[config.mk]
export PLATFORM = sky130hd
export DESIGN_NAME = fft_mag_peak
export DESIGN_NICKNAME = d
export VERILOG_FILES = /design/src/rtl/fft_mag_peak.sv
export SDC_FILE = /design/constraint.sdc
export NUM_CORES = 1
export LEC_CHECK = 0
export CAP_MARGIN = 5
export CORE_ASPECT_RATIO = 1.75
export CORE_MARGIN = 3
export CORE_UTILIZATION = 40
export CTS_CLUSTER_DIAMETER = 50
export DETAILED_ROUTE_END_ITERATION = 10
export GPL_TIMING_DRIVEN = 0
export HOLD_SLACK_MARGIN = 0.06
export SLEW_MARGIN = 20
export SYNTH_ARGS = -nofsm -noshare
export SYNTH_HDL_FRONTEND = slang
export SYNTH_SLANG_ARGS = --single-unit
[constraint.sdc]
create_clock -name clk -period 5 [get_ports clk]
set_clock_uncertainty 0.2 [all_clocks]
set_input_delay 1 -clock clk [delete_from_list [all_inputs] [get_ports clk]]
set_output_delay 1 -clock clk [all_outputs]
set_load 0.01 [all_outputs]
[src/rtl/fft_mag_peak.sv]
`default_nettype none
// ============================================================================
// Module   : fft_mag_peak
// Purpose  : Per-bin L1 magnitude (|re|+|im|) of an FFT output stream with
//            bin index, plus per-frame peak search with frame_done /
//            frame_err pulses.
// Revision : 1.0 - initial release
// ============================================================================
module fft_mag_peak #(
  parameter int DATA_W    = 8,
  parameter int FRAME_LEN = 1024,
  parameter int IDX_W     = 10
) (
  input  logic              clk,
  input  logic              reset,
  input  logic              source_valid,
  input  logic [DATA_W-1:0] source_real,
  input  logic [DATA_W-1:0] source_imag,
  output logic              mag_valid,
  output logic [DATA_W:0]   mag_data,
  output logic [IDX_W-1:0]  mag_idx,
  output logic              frame_done,
  output logic [DATA_W:0]   peak_mag,
  output logic [IDX_W-1:0]  peak_idx,
  output logic              frame_err
);

  localparam int MAG_W = DATA_W + 1;
  localparam logic [IDX_W-1:0] c_last_idx = IDX_W'(FRAME_LEN - 1);

  // Frame state, as seen by the stage-2 (output) side of the pipeline
  localparam logic [0:0] c_st_idle   = 1'b0;
  localparam logic [0:0] c_st_active = 1'b1;

  // Bin counter
  logic [IDX_W-1:0] cnt_q, cnt_d;

  // Stage 1: absolute values
  logic             s1_valid_q;
  logic [MAG_W-1:0] s1_re_q, s1_im_q;
  logic [IDX_W-1:0] s1_idx_q;

  // Stage 2: magnitude outputs
  logic             mag_valid_q;
  logic [MAG_W-1:0] mag_data_q;
  logic [IDX_W-1:0] mag_idx_q;

  // Peak tracking
  logic [MAG_W-1:0] run_mag_q, run_mag_d;
  logic [IDX_W-1:0] run_idx_q, run_idx_d;
  logic [MAG_W-1:0] peak_mag_q, peak_mag_d;
  logic [IDX_W-1:0] peak_idx_q, peak_idx_d;

  // Frame FSM
  logic [0:0] state_q, state_d;
  logic       frame_done_q, frame_done_d;
  logic       frame_err_q, frame_err_d;

  // Combinational helpers
  logic [MAG_W-1:0] w_re_ext, w_im_ext, w_re_abs, w_im_abs, w_sum;
  logic             w_first, w_last, w_better;

  // Sign-extend by one bit before negating so abs(most-negative) is exact
  assign w_re_ext = {source_real[DATA_W-1], source_real};
  assign w_im_ext = {source_imag[DATA_W-1], source_imag};
  assign w_re_abs = source_real[DATA_W-1] ? (~w_re_ext + MAG_W'(1)) : w_re_ext;
  assign w_im_abs = source_imag[DATA_W-1] ? (~w_im_ext + MAG_W'(1)) : w_im_ext;

  // Each abs value is at most 2^(DATA_W-1), so the sum cannot overflow MAG_W
  assign w_sum    = s1_re_q + s1_im_q;
  assign w_first  = s1_valid_q && (s1_idx_q == '0);
  assign w_last   = s1_valid_q && (s1_idx_q == c_last_idx);
  // Bin 0 loads unconditionally; later bins need a strictly larger value
  assign w_better = s1_valid_q && (w_first || (w_sum > run_mag_q));

  // Bin counter next value: cleared whenever the stream is not valid
  always_comb begin
    cnt_d = cnt_q;
    if (!source_valid) begin
      cnt_d = '0;
    end else if (cnt_q == c_last_idx) begin
      cnt_d = '0;
    end else begin
      cnt_d = cnt_q + IDX_W'(1);
    end
  end

  // Bin counter register
  always_ff @(posedge clk) begin
    if (reset) begin
      cnt_q <= '0;
    end else begin
      cnt_q <= cnt_d;
    end
  end

  // Stage 1: capture abs values with the index the sample arrived with
  always_ff @(posedge clk) begin
    if (reset) begin
      s1_valid_q <= 1'b0;
      s1_re_q    <= '0;
      s1_im_q    <= '0;
      s1_idx_q   <= '0;
    end else begin
      s1_valid_q <= source_valid;
      s1_re_q    <= w_re_abs;
      s1_im_q    <= w_im_abs;
      s1_idx_q   <= cnt_q;
    end
  end

  // Stage 2: magnitude outputs, data/index hold while no valid bin arrives
  always_ff @(posedge clk) begin
    if (reset) begin
      mag_valid_q <= 1'b0;
      mag_data_q  <= '0;
      mag_idx_q   <= '0;
    end else begin
      mag_valid_q <= s1_valid_q;
      if (s1_valid_q) begin
        mag_data_q <= w_sum;
        mag_idx_q  <= s1_idx_q;
      end
    end
  end

  // FSM state register
  always_ff @(posedge clk) begin
    if (reset) begin
      state_q <= c_st_idle;
    end else begin
      state_q <= state_d;
    end
  end

  // FSM next state
  always_comb begin
    state_d = state_q;
    case (state_q)
      c_st_idle: begin
        if (w_first) begin
          state_d = c_st_active;
        end
      end
      c_st_active: begin
        if (!s1_valid_q || w_last) begin
          state_d = c_st_idle;
        end
      end
      default: state_d = c_st_idle;
    endcase
  end

  // FSM outputs: completion and mid-frame drop pulses
  always_comb begin
    frame_done_d = 1'b0;
    frame_err_d  = 1'b0;
    if (state_q == c_st_active) begin
      frame_done_d = w_last;
      frame_err_d  = !s1_valid_q;
    end
  end

  // Running peak and published peak next values
  always_comb begin
    run_mag_d  = run_mag_q;
    run_idx_d  = run_idx_q;
    peak_mag_d = peak_mag_q;
    peak_idx_d = peak_idx_q;
    if (w_better) begin
      run_mag_d = w_sum;
      run_idx_d = s1_idx_q;
    end else if (frame_err_d) begin
      run_mag_d = '0;
      run_idx_d = '0;
    end
    // Publish including the last bin itself, in the same cycle as frame_done
    if (frame_done_d) begin
      peak_mag_d = w_better ? w_sum    : run_mag_q;
      peak_idx_d = w_better ? s1_idx_q : run_idx_q;
    end
  end

  // Peak and pulse registers
  always_ff @(posedge clk) begin
    if (reset) begin
      run_mag_q    <= '0;
      run_idx_q    <= '0;
      peak_mag_q   <= '0;
      peak_idx_q   <= '0;
      frame_done_q <= 1'b0;
      frame_err_q  <= 1'b0;
    end else begin
      run_mag_q    <= run_mag_d;
      run_idx_q    <= run_idx_d;
      peak_mag_q   <= peak_mag_d;
      peak_idx_q   <= peak_idx_d;
      frame_done_q <= frame_done_d;
      frame_err_q  <= frame_err_d;
    end
  end

  assign mag_valid  = mag_valid_q;
  assign mag_data   = mag_data_q;
  assign mag_idx    = mag_idx_q;
  assign frame_done = frame_done_q;
  assign peak_mag   = peak_mag_q;
  assign peak_idx   = peak_idx_q;
  assign frame_err  = frame_err_q;

endmodule
`default_nettype wire

# Yosys cells after proc, flatten, opt, wreduce, memory -nomap -nowiden
# Index checks and enable logic that the tools add are counted.
[word_totals]
ff_bits = 100
input_bits = 19
output_inout_bits = 41
elab_cells = 54
[op_classes]
add_sub_neg = 4
magnitude_cmp = 1
n_eq_ne = 2
n_mux = 13
bitwise = 6
n_reduce_logical = 11
[ops]
columns = ["op", "n"]
rows = [
  ["$mux 10", 3],
  ["$mux 9", 3],
  ["$eq 10x10->1 const B", 2],
  ["$add 9x1->9 const B", 2],
  ["$not 9->9", 2],
  ["$mux 7", 2],
  ["$add 10x1->10 const B", 1],
  ["$logic_not 10->1", 1],
  ["$add 9x9->9", 1],
  ["$gt 9x9->1", 1],
  ["$mux 1", 4],
  ["$not 1->1", 4],
  ["$reduce_or 2->1", 2],
  ["$logic_and 1x1->1", 3],
  ["$reduce_or 3->1", 1],
  ["$logic_or 1x1->1", 2],
  ["$pmux 1 s2", 1],
  ["$reduce_bool 2->1", 1],
  ["$logic_not 1->1", 1],
]

# Longest topological paths before layout
[logic_depth]
word_depth = 5
depth_mapped = 17
ltp_nobuf = 15

# Worst setup path after synthesis
# Ideal clock, no wire load.
[synth_timing]
path_type = "register to register"
startpoint = "register s1_re_q[0]"
endpoint = "register peak_mag_q[3] (netlist: peak_mag[3])"
setup_ns = 0.137
arrival_ns = 3.467
required_ns = 4.663
slack_ns = 1.196
path_stages_with_launch = 18
path_buffers = 2
synth_period_minus_slack_ns = 3.804
cell_sequence = "dfxtp_1 ha_1 inv_1 fa_1 nand2b_1 a21oi_1 nor3_1 or3_1 and2_1 ha_1 and4_1 and3_1 a2111oi_2 o21a_1 buf_6 buf_12 mux2i_1 a211oi_2"
[synth_between]
elab_chain_cells = 5
[synth_lines]
columns = ["item", "line_no", "rtl"]
rows = [
  ["start: declaration", "40", "logic [MAG_W-1:0] s1_re_q, s1_im_q;"],
  ["start signal: assignment", "106", "s1_re_q <= w_re_abs;"],
  ["$add 9x9->9", "70", "assign w_sum = s1_re_q + s1_im_q;"],
  ["net w_sum[8]", "60", "logic [MAG_W-1:0] w_re_ext, w_im_ext, w_re_abs, w_im_abs, w_sum;"],
  ["$gt 9x9->1", "74", "assign w_better = s1_valid_q && (w_first || (w_sum > run_mag_q));"],
  ["$logic_or 1x1->1", "74", ""],
  ["$logic_and 1x1->1", "74", ""],
  ["$mux 9", "179", "peak_mag_d = w_better ? w_sum : run_mag_q;"],
  ["end signal: assignment", "196", "peak_mag_q <= peak_mag_d;"],
  ["end: declaration", "51", "logic [MAG_W-1:0] peak_mag_q, peak_mag_d;"],
]
# The timed path passes the listed nets, and every way through them passes these cells.
# A chain may end at the register's enable or synchronous reset.

# Worst setup path after layout
[layout_timing]
startpoint = "register s1_re_q[0]"
endpoint = "register peak_mag_q[6] (netlist: peak_mag[6])"
# The elaborated chain is that of the path after synthesis.

==> results.sh <==
export IMPL_critPathCaptureType="register"
export IMPL_synth_seq_cells=100
export IMPL_clock_tree_root_cell="clkbuf_16"
export IMPL_drc=0
export IMPL_cp_arrival_ns=4.19
export IMPL_die_area_mm2=0.0118
export IMPL_status="complete, no violations"
export IMPL_cts_buffer_depth=2
export IMPL_dp_cells=627
export IMPL_stdcell_area_mm2=0.00522
export IMPL_cts_resized=0
export IMPL_cts_sinks=100
export IMPL_grtUsageTotal_pct=15.6
export IMPL_cts_tree="built"
export IMPL_coreArea_mm2=0.0100
export IMPL_min_period_over_period_pct=83.8
export IMPL_area_growth_pct=25.0
export IMPL_fin_nets=553
export IMPL_io_buffers=58
export IMPL_die_w_um=83.3
export IMPL_grt_pass1_vias=3063
export IMPL_numCtsBuffers=9
export IMPL_io_pins=60
export IMPL_drive_above_1_share_pct=5.41
export IMPL_overflow=0
export IMPL_slew_limit_headroom_pct=52.5
export IMPL_syn_inst=443
export IMPL_n_antenna_cell=0
export IMPL_postCtsSetupRepairBufs=0
export IMPL_place_area_mm2=0.00492
export IMPL_place_gp_congestion=0.806
export IMPL_drtPass1Iterations=4
export IMPL_ant_nets=0
export IMPL_start_util_pct=41.7
export IMPL_std_cell_rows=48
export IMPL_crit_path_start_kind="register"
export IMPL_grt_start_max_net_pins=19
export IMPL_setup_viol=0
export IMPL_powerDensity_mw_per_mm2=337
export IMPL_async_reset_ff_share_pct=0
export IMPL_avgSynthCellArea_um2=9.43
export IMPL_grt_pass1_wl_um=14500
export IMPL_synth_cell_types=43
export IMPL_cap_violations=0
export IMPL_ir_worst_vdd_v=0.000239
export IMPL_routedWlPerCell_um=13.7
export IMPL_netlist_area_mm2=0.00418
export IMPL_cp_max_fo=10
export IMPL_antenna_found_initial=0
export IMPL_fp_dieH_um=141
export IMPL_grt_setup_unrepaired="false"
export IMPL_vias_per_cell=4.88
export IMPL_cts_clk_slew_worst_paths_ns=0.07
export IMPL_tightestPinTransition_ns=0.713
export IMPL_finalSetupTns_ns=0
export IMPL_clock_latency_ns=0.35
export IMPL_hpwl_um=6990
export IMPL_period_minus_slack_ns=4.19
export IMPL_ys_seq_area_share_pct=47.9
export IMPL_h_tree_depth=3
export IMPL_slew_violations=0
export IMPL_hold_viol=0
export IMPL_crit_type="register to register"
export IMPL_drt_total_wl_um=8820
export IMPL_synth_main_ff_cell="dfxtp_1"
export IMPL_synth_edff_count=0
export IMPL_crit_required_ns=5.00
export IMPL_holdCritPathClass="register to register"
export IMPL_clock_fmax_mhz=239
export IMPL_yosys_warnings=0
export IMPL_p_leak_nw=2.00
export IMPL_final_cells=643
export IMPL_fin_util_pct=52.1
export IMPL_vias=3135
export IMPL_initialDrtViolationCount=78
export IMPL_cts_hold_buf=0
export IMPL_holdWs_ns=0.261
[cell families (layout without fill, tap and decap cells)]
| family | count (synthesis) | after routing | share of synthesized area, % |
|---|---|---|---|
| AO/OA/AOI/OAI | 43 | 43 | 7.85 |
| XOR/XNOR | 25 | 25 | 5.24 |
| adder cells (fa/ha/maj) | 21 | 21 | 6.47 |
| buffers and inverters | 40 | 114 | 4.37 |
| flip-flops | 100 | 100 | 47.9 |
| multiplexers | 35 | 35 | 8.39 |
| other | 1 | 2 | 0.0898 |
| AND/OR/NAND/NOR | 178 | 178 | 19.7 |
[worst max-delay path: stages (launching register included)]
cell and delay [ns]:
dfxtp_1 0.32, ha_1 0.16, inv_1 0.05, fa_1 0.41
nand2b_1 0.18, a21oi_1 0.22, nor3_1 0.09, or3_1 0.36
and2_1 0.18, ha_1 0.30, and4_1 0.20, and3_1 0.19
a2111oi_2 0.28, o21a_1 0.20, buf_6 0.17, buf_12 0.16
mux2i_1 0.28, a211oi_2 0.10
[sequential cells by signal, summed over array words and instances, names as in the netlist, 10 cells and up]
register	count
s1_idx_q	10
peak_idx	10
mag_idx	10
run_idx_q	10
cnt_q	10
[power breakdown]
part | switching (mW) | leakage [nW] | internal [mW]
Sequential | 0.0115 | 0.813 | 0.819
Clock | 0.308 | 0.143 | 0.395
Combinational | 0.124 | 1.04 | 0.104
[layout by cell type, fill, tap and decap left out, types with 4 or more instances in the layout]
master | netlist | routed
mux2i_1 | 35 | 35
ha_1 | 20 | 20
nor3_1 | 16 | 16
xor2_1 | 13 | 13
clkdlybuf4s50_1 | 0 | 58
o31ai_1 | 4 | 4
o21ai_0 | 4 | 4
xnor2_1 | 12 | 12
nor2_1 | 87 | 87
nand2b_1 | 7 | 7
a21oi_1 | 11 | 11
a211oi_1 | 7 | 7
dfxtp_1 | 100 | 100
nor4_1 | 4 | 4
inv_6 | 0 | 4
a211oi_2 | 4 | 4
nor2b_1 | 13 | 13
clkbuf_16 | 0 | 9
inv_1 | 21 | 21
and3_1 | 7 | 7
nand2_1 | 20 | 20
nand3_1 | 12 | 12
clkbuf_1 | 14 | 14
or3_1 | 4 | 4
[cell usage after synthesis, types with 4 or more instances]
library cell    n  area share (%)
dfxtp_1       100              48
nor2_1         87             7.8
mux2i_1        35             8.4
inv_1          21             1.9
ha_1           20             6.0
nand2_1        20             1.8
nor3_1         16             1.9
clkbuf_1       14             1.3
nor2b_1        13             1.9
xor2_1         13             2.7
nand3_1        12             1.4
xnor2_1        12             2.5
a21oi_1        11             1.3
a211oi_1        7             1.3
and3_1          7             1.0
nand2b_1        7             1.0
a211oi_2        4             1.2
nor4_1          4            0.60
o21ai_0         4            0.48
o31ai_1         4            0.72
or3_1           4            0.60
[final cells by class]
| class | instances | area, um^2 |
|---|---|---|
| well taps | 125 | 156 |
| clock inverters | 7 | 80.1 |
| repair buffers | 58 | 581 |
| fillers | 947 | 4810 |
| multi-input cells | 304 | 2000 |
| clock buffers | 9 | 225 |
| plain buffers | 19 | 104 |
| inverters | 21 | 78.8 |
| flip-flops and latches | 100 | 2000 |
[through the flow]
step	setup WS, ns	power [mW]
global route	0.555	1.84
floorplan	1.20	1.01
CTS	0.782	1.78
detailed placement	0.795	1.08
finish	0.812	1.76
global placement	0.813	1.08
[worst paths after layout]
check / startpoint / to / slack (ns) / depth (start not counted)
setup / recovery: s1_re_q[0]$_SDFF_PP0_ / peak_mag[6]$_SDFFE_PP0P_ / 0.81 / 17
hold / removal: peak_mag[1]$_SDFFE_PP0P_ / peak_mag[1]$_SDFFE_PP0P_ / 0.26 / 2
setup reg to reg: s1_re_q[0]$_SDFF_PP0_ / peak_mag[6]$_SDFFE_PP0P_ / 0.81 / 17
hold reg to reg: peak_mag[1]$_SDFFE_PP0P_ / peak_mag[1]$_SDFFE_PP0P_ / 0.26 / 2
[metal layers]
layer,wire length (um),GRT usage [%],vias up
met1,3610,16.2,1434
met5,0,0,-
met2,4740,30.1,50
li1,-,-,1641
met3,307,3.10,10
met4,157,6.20,0
No activity file was read; power rests on OpenSTA's default activity.
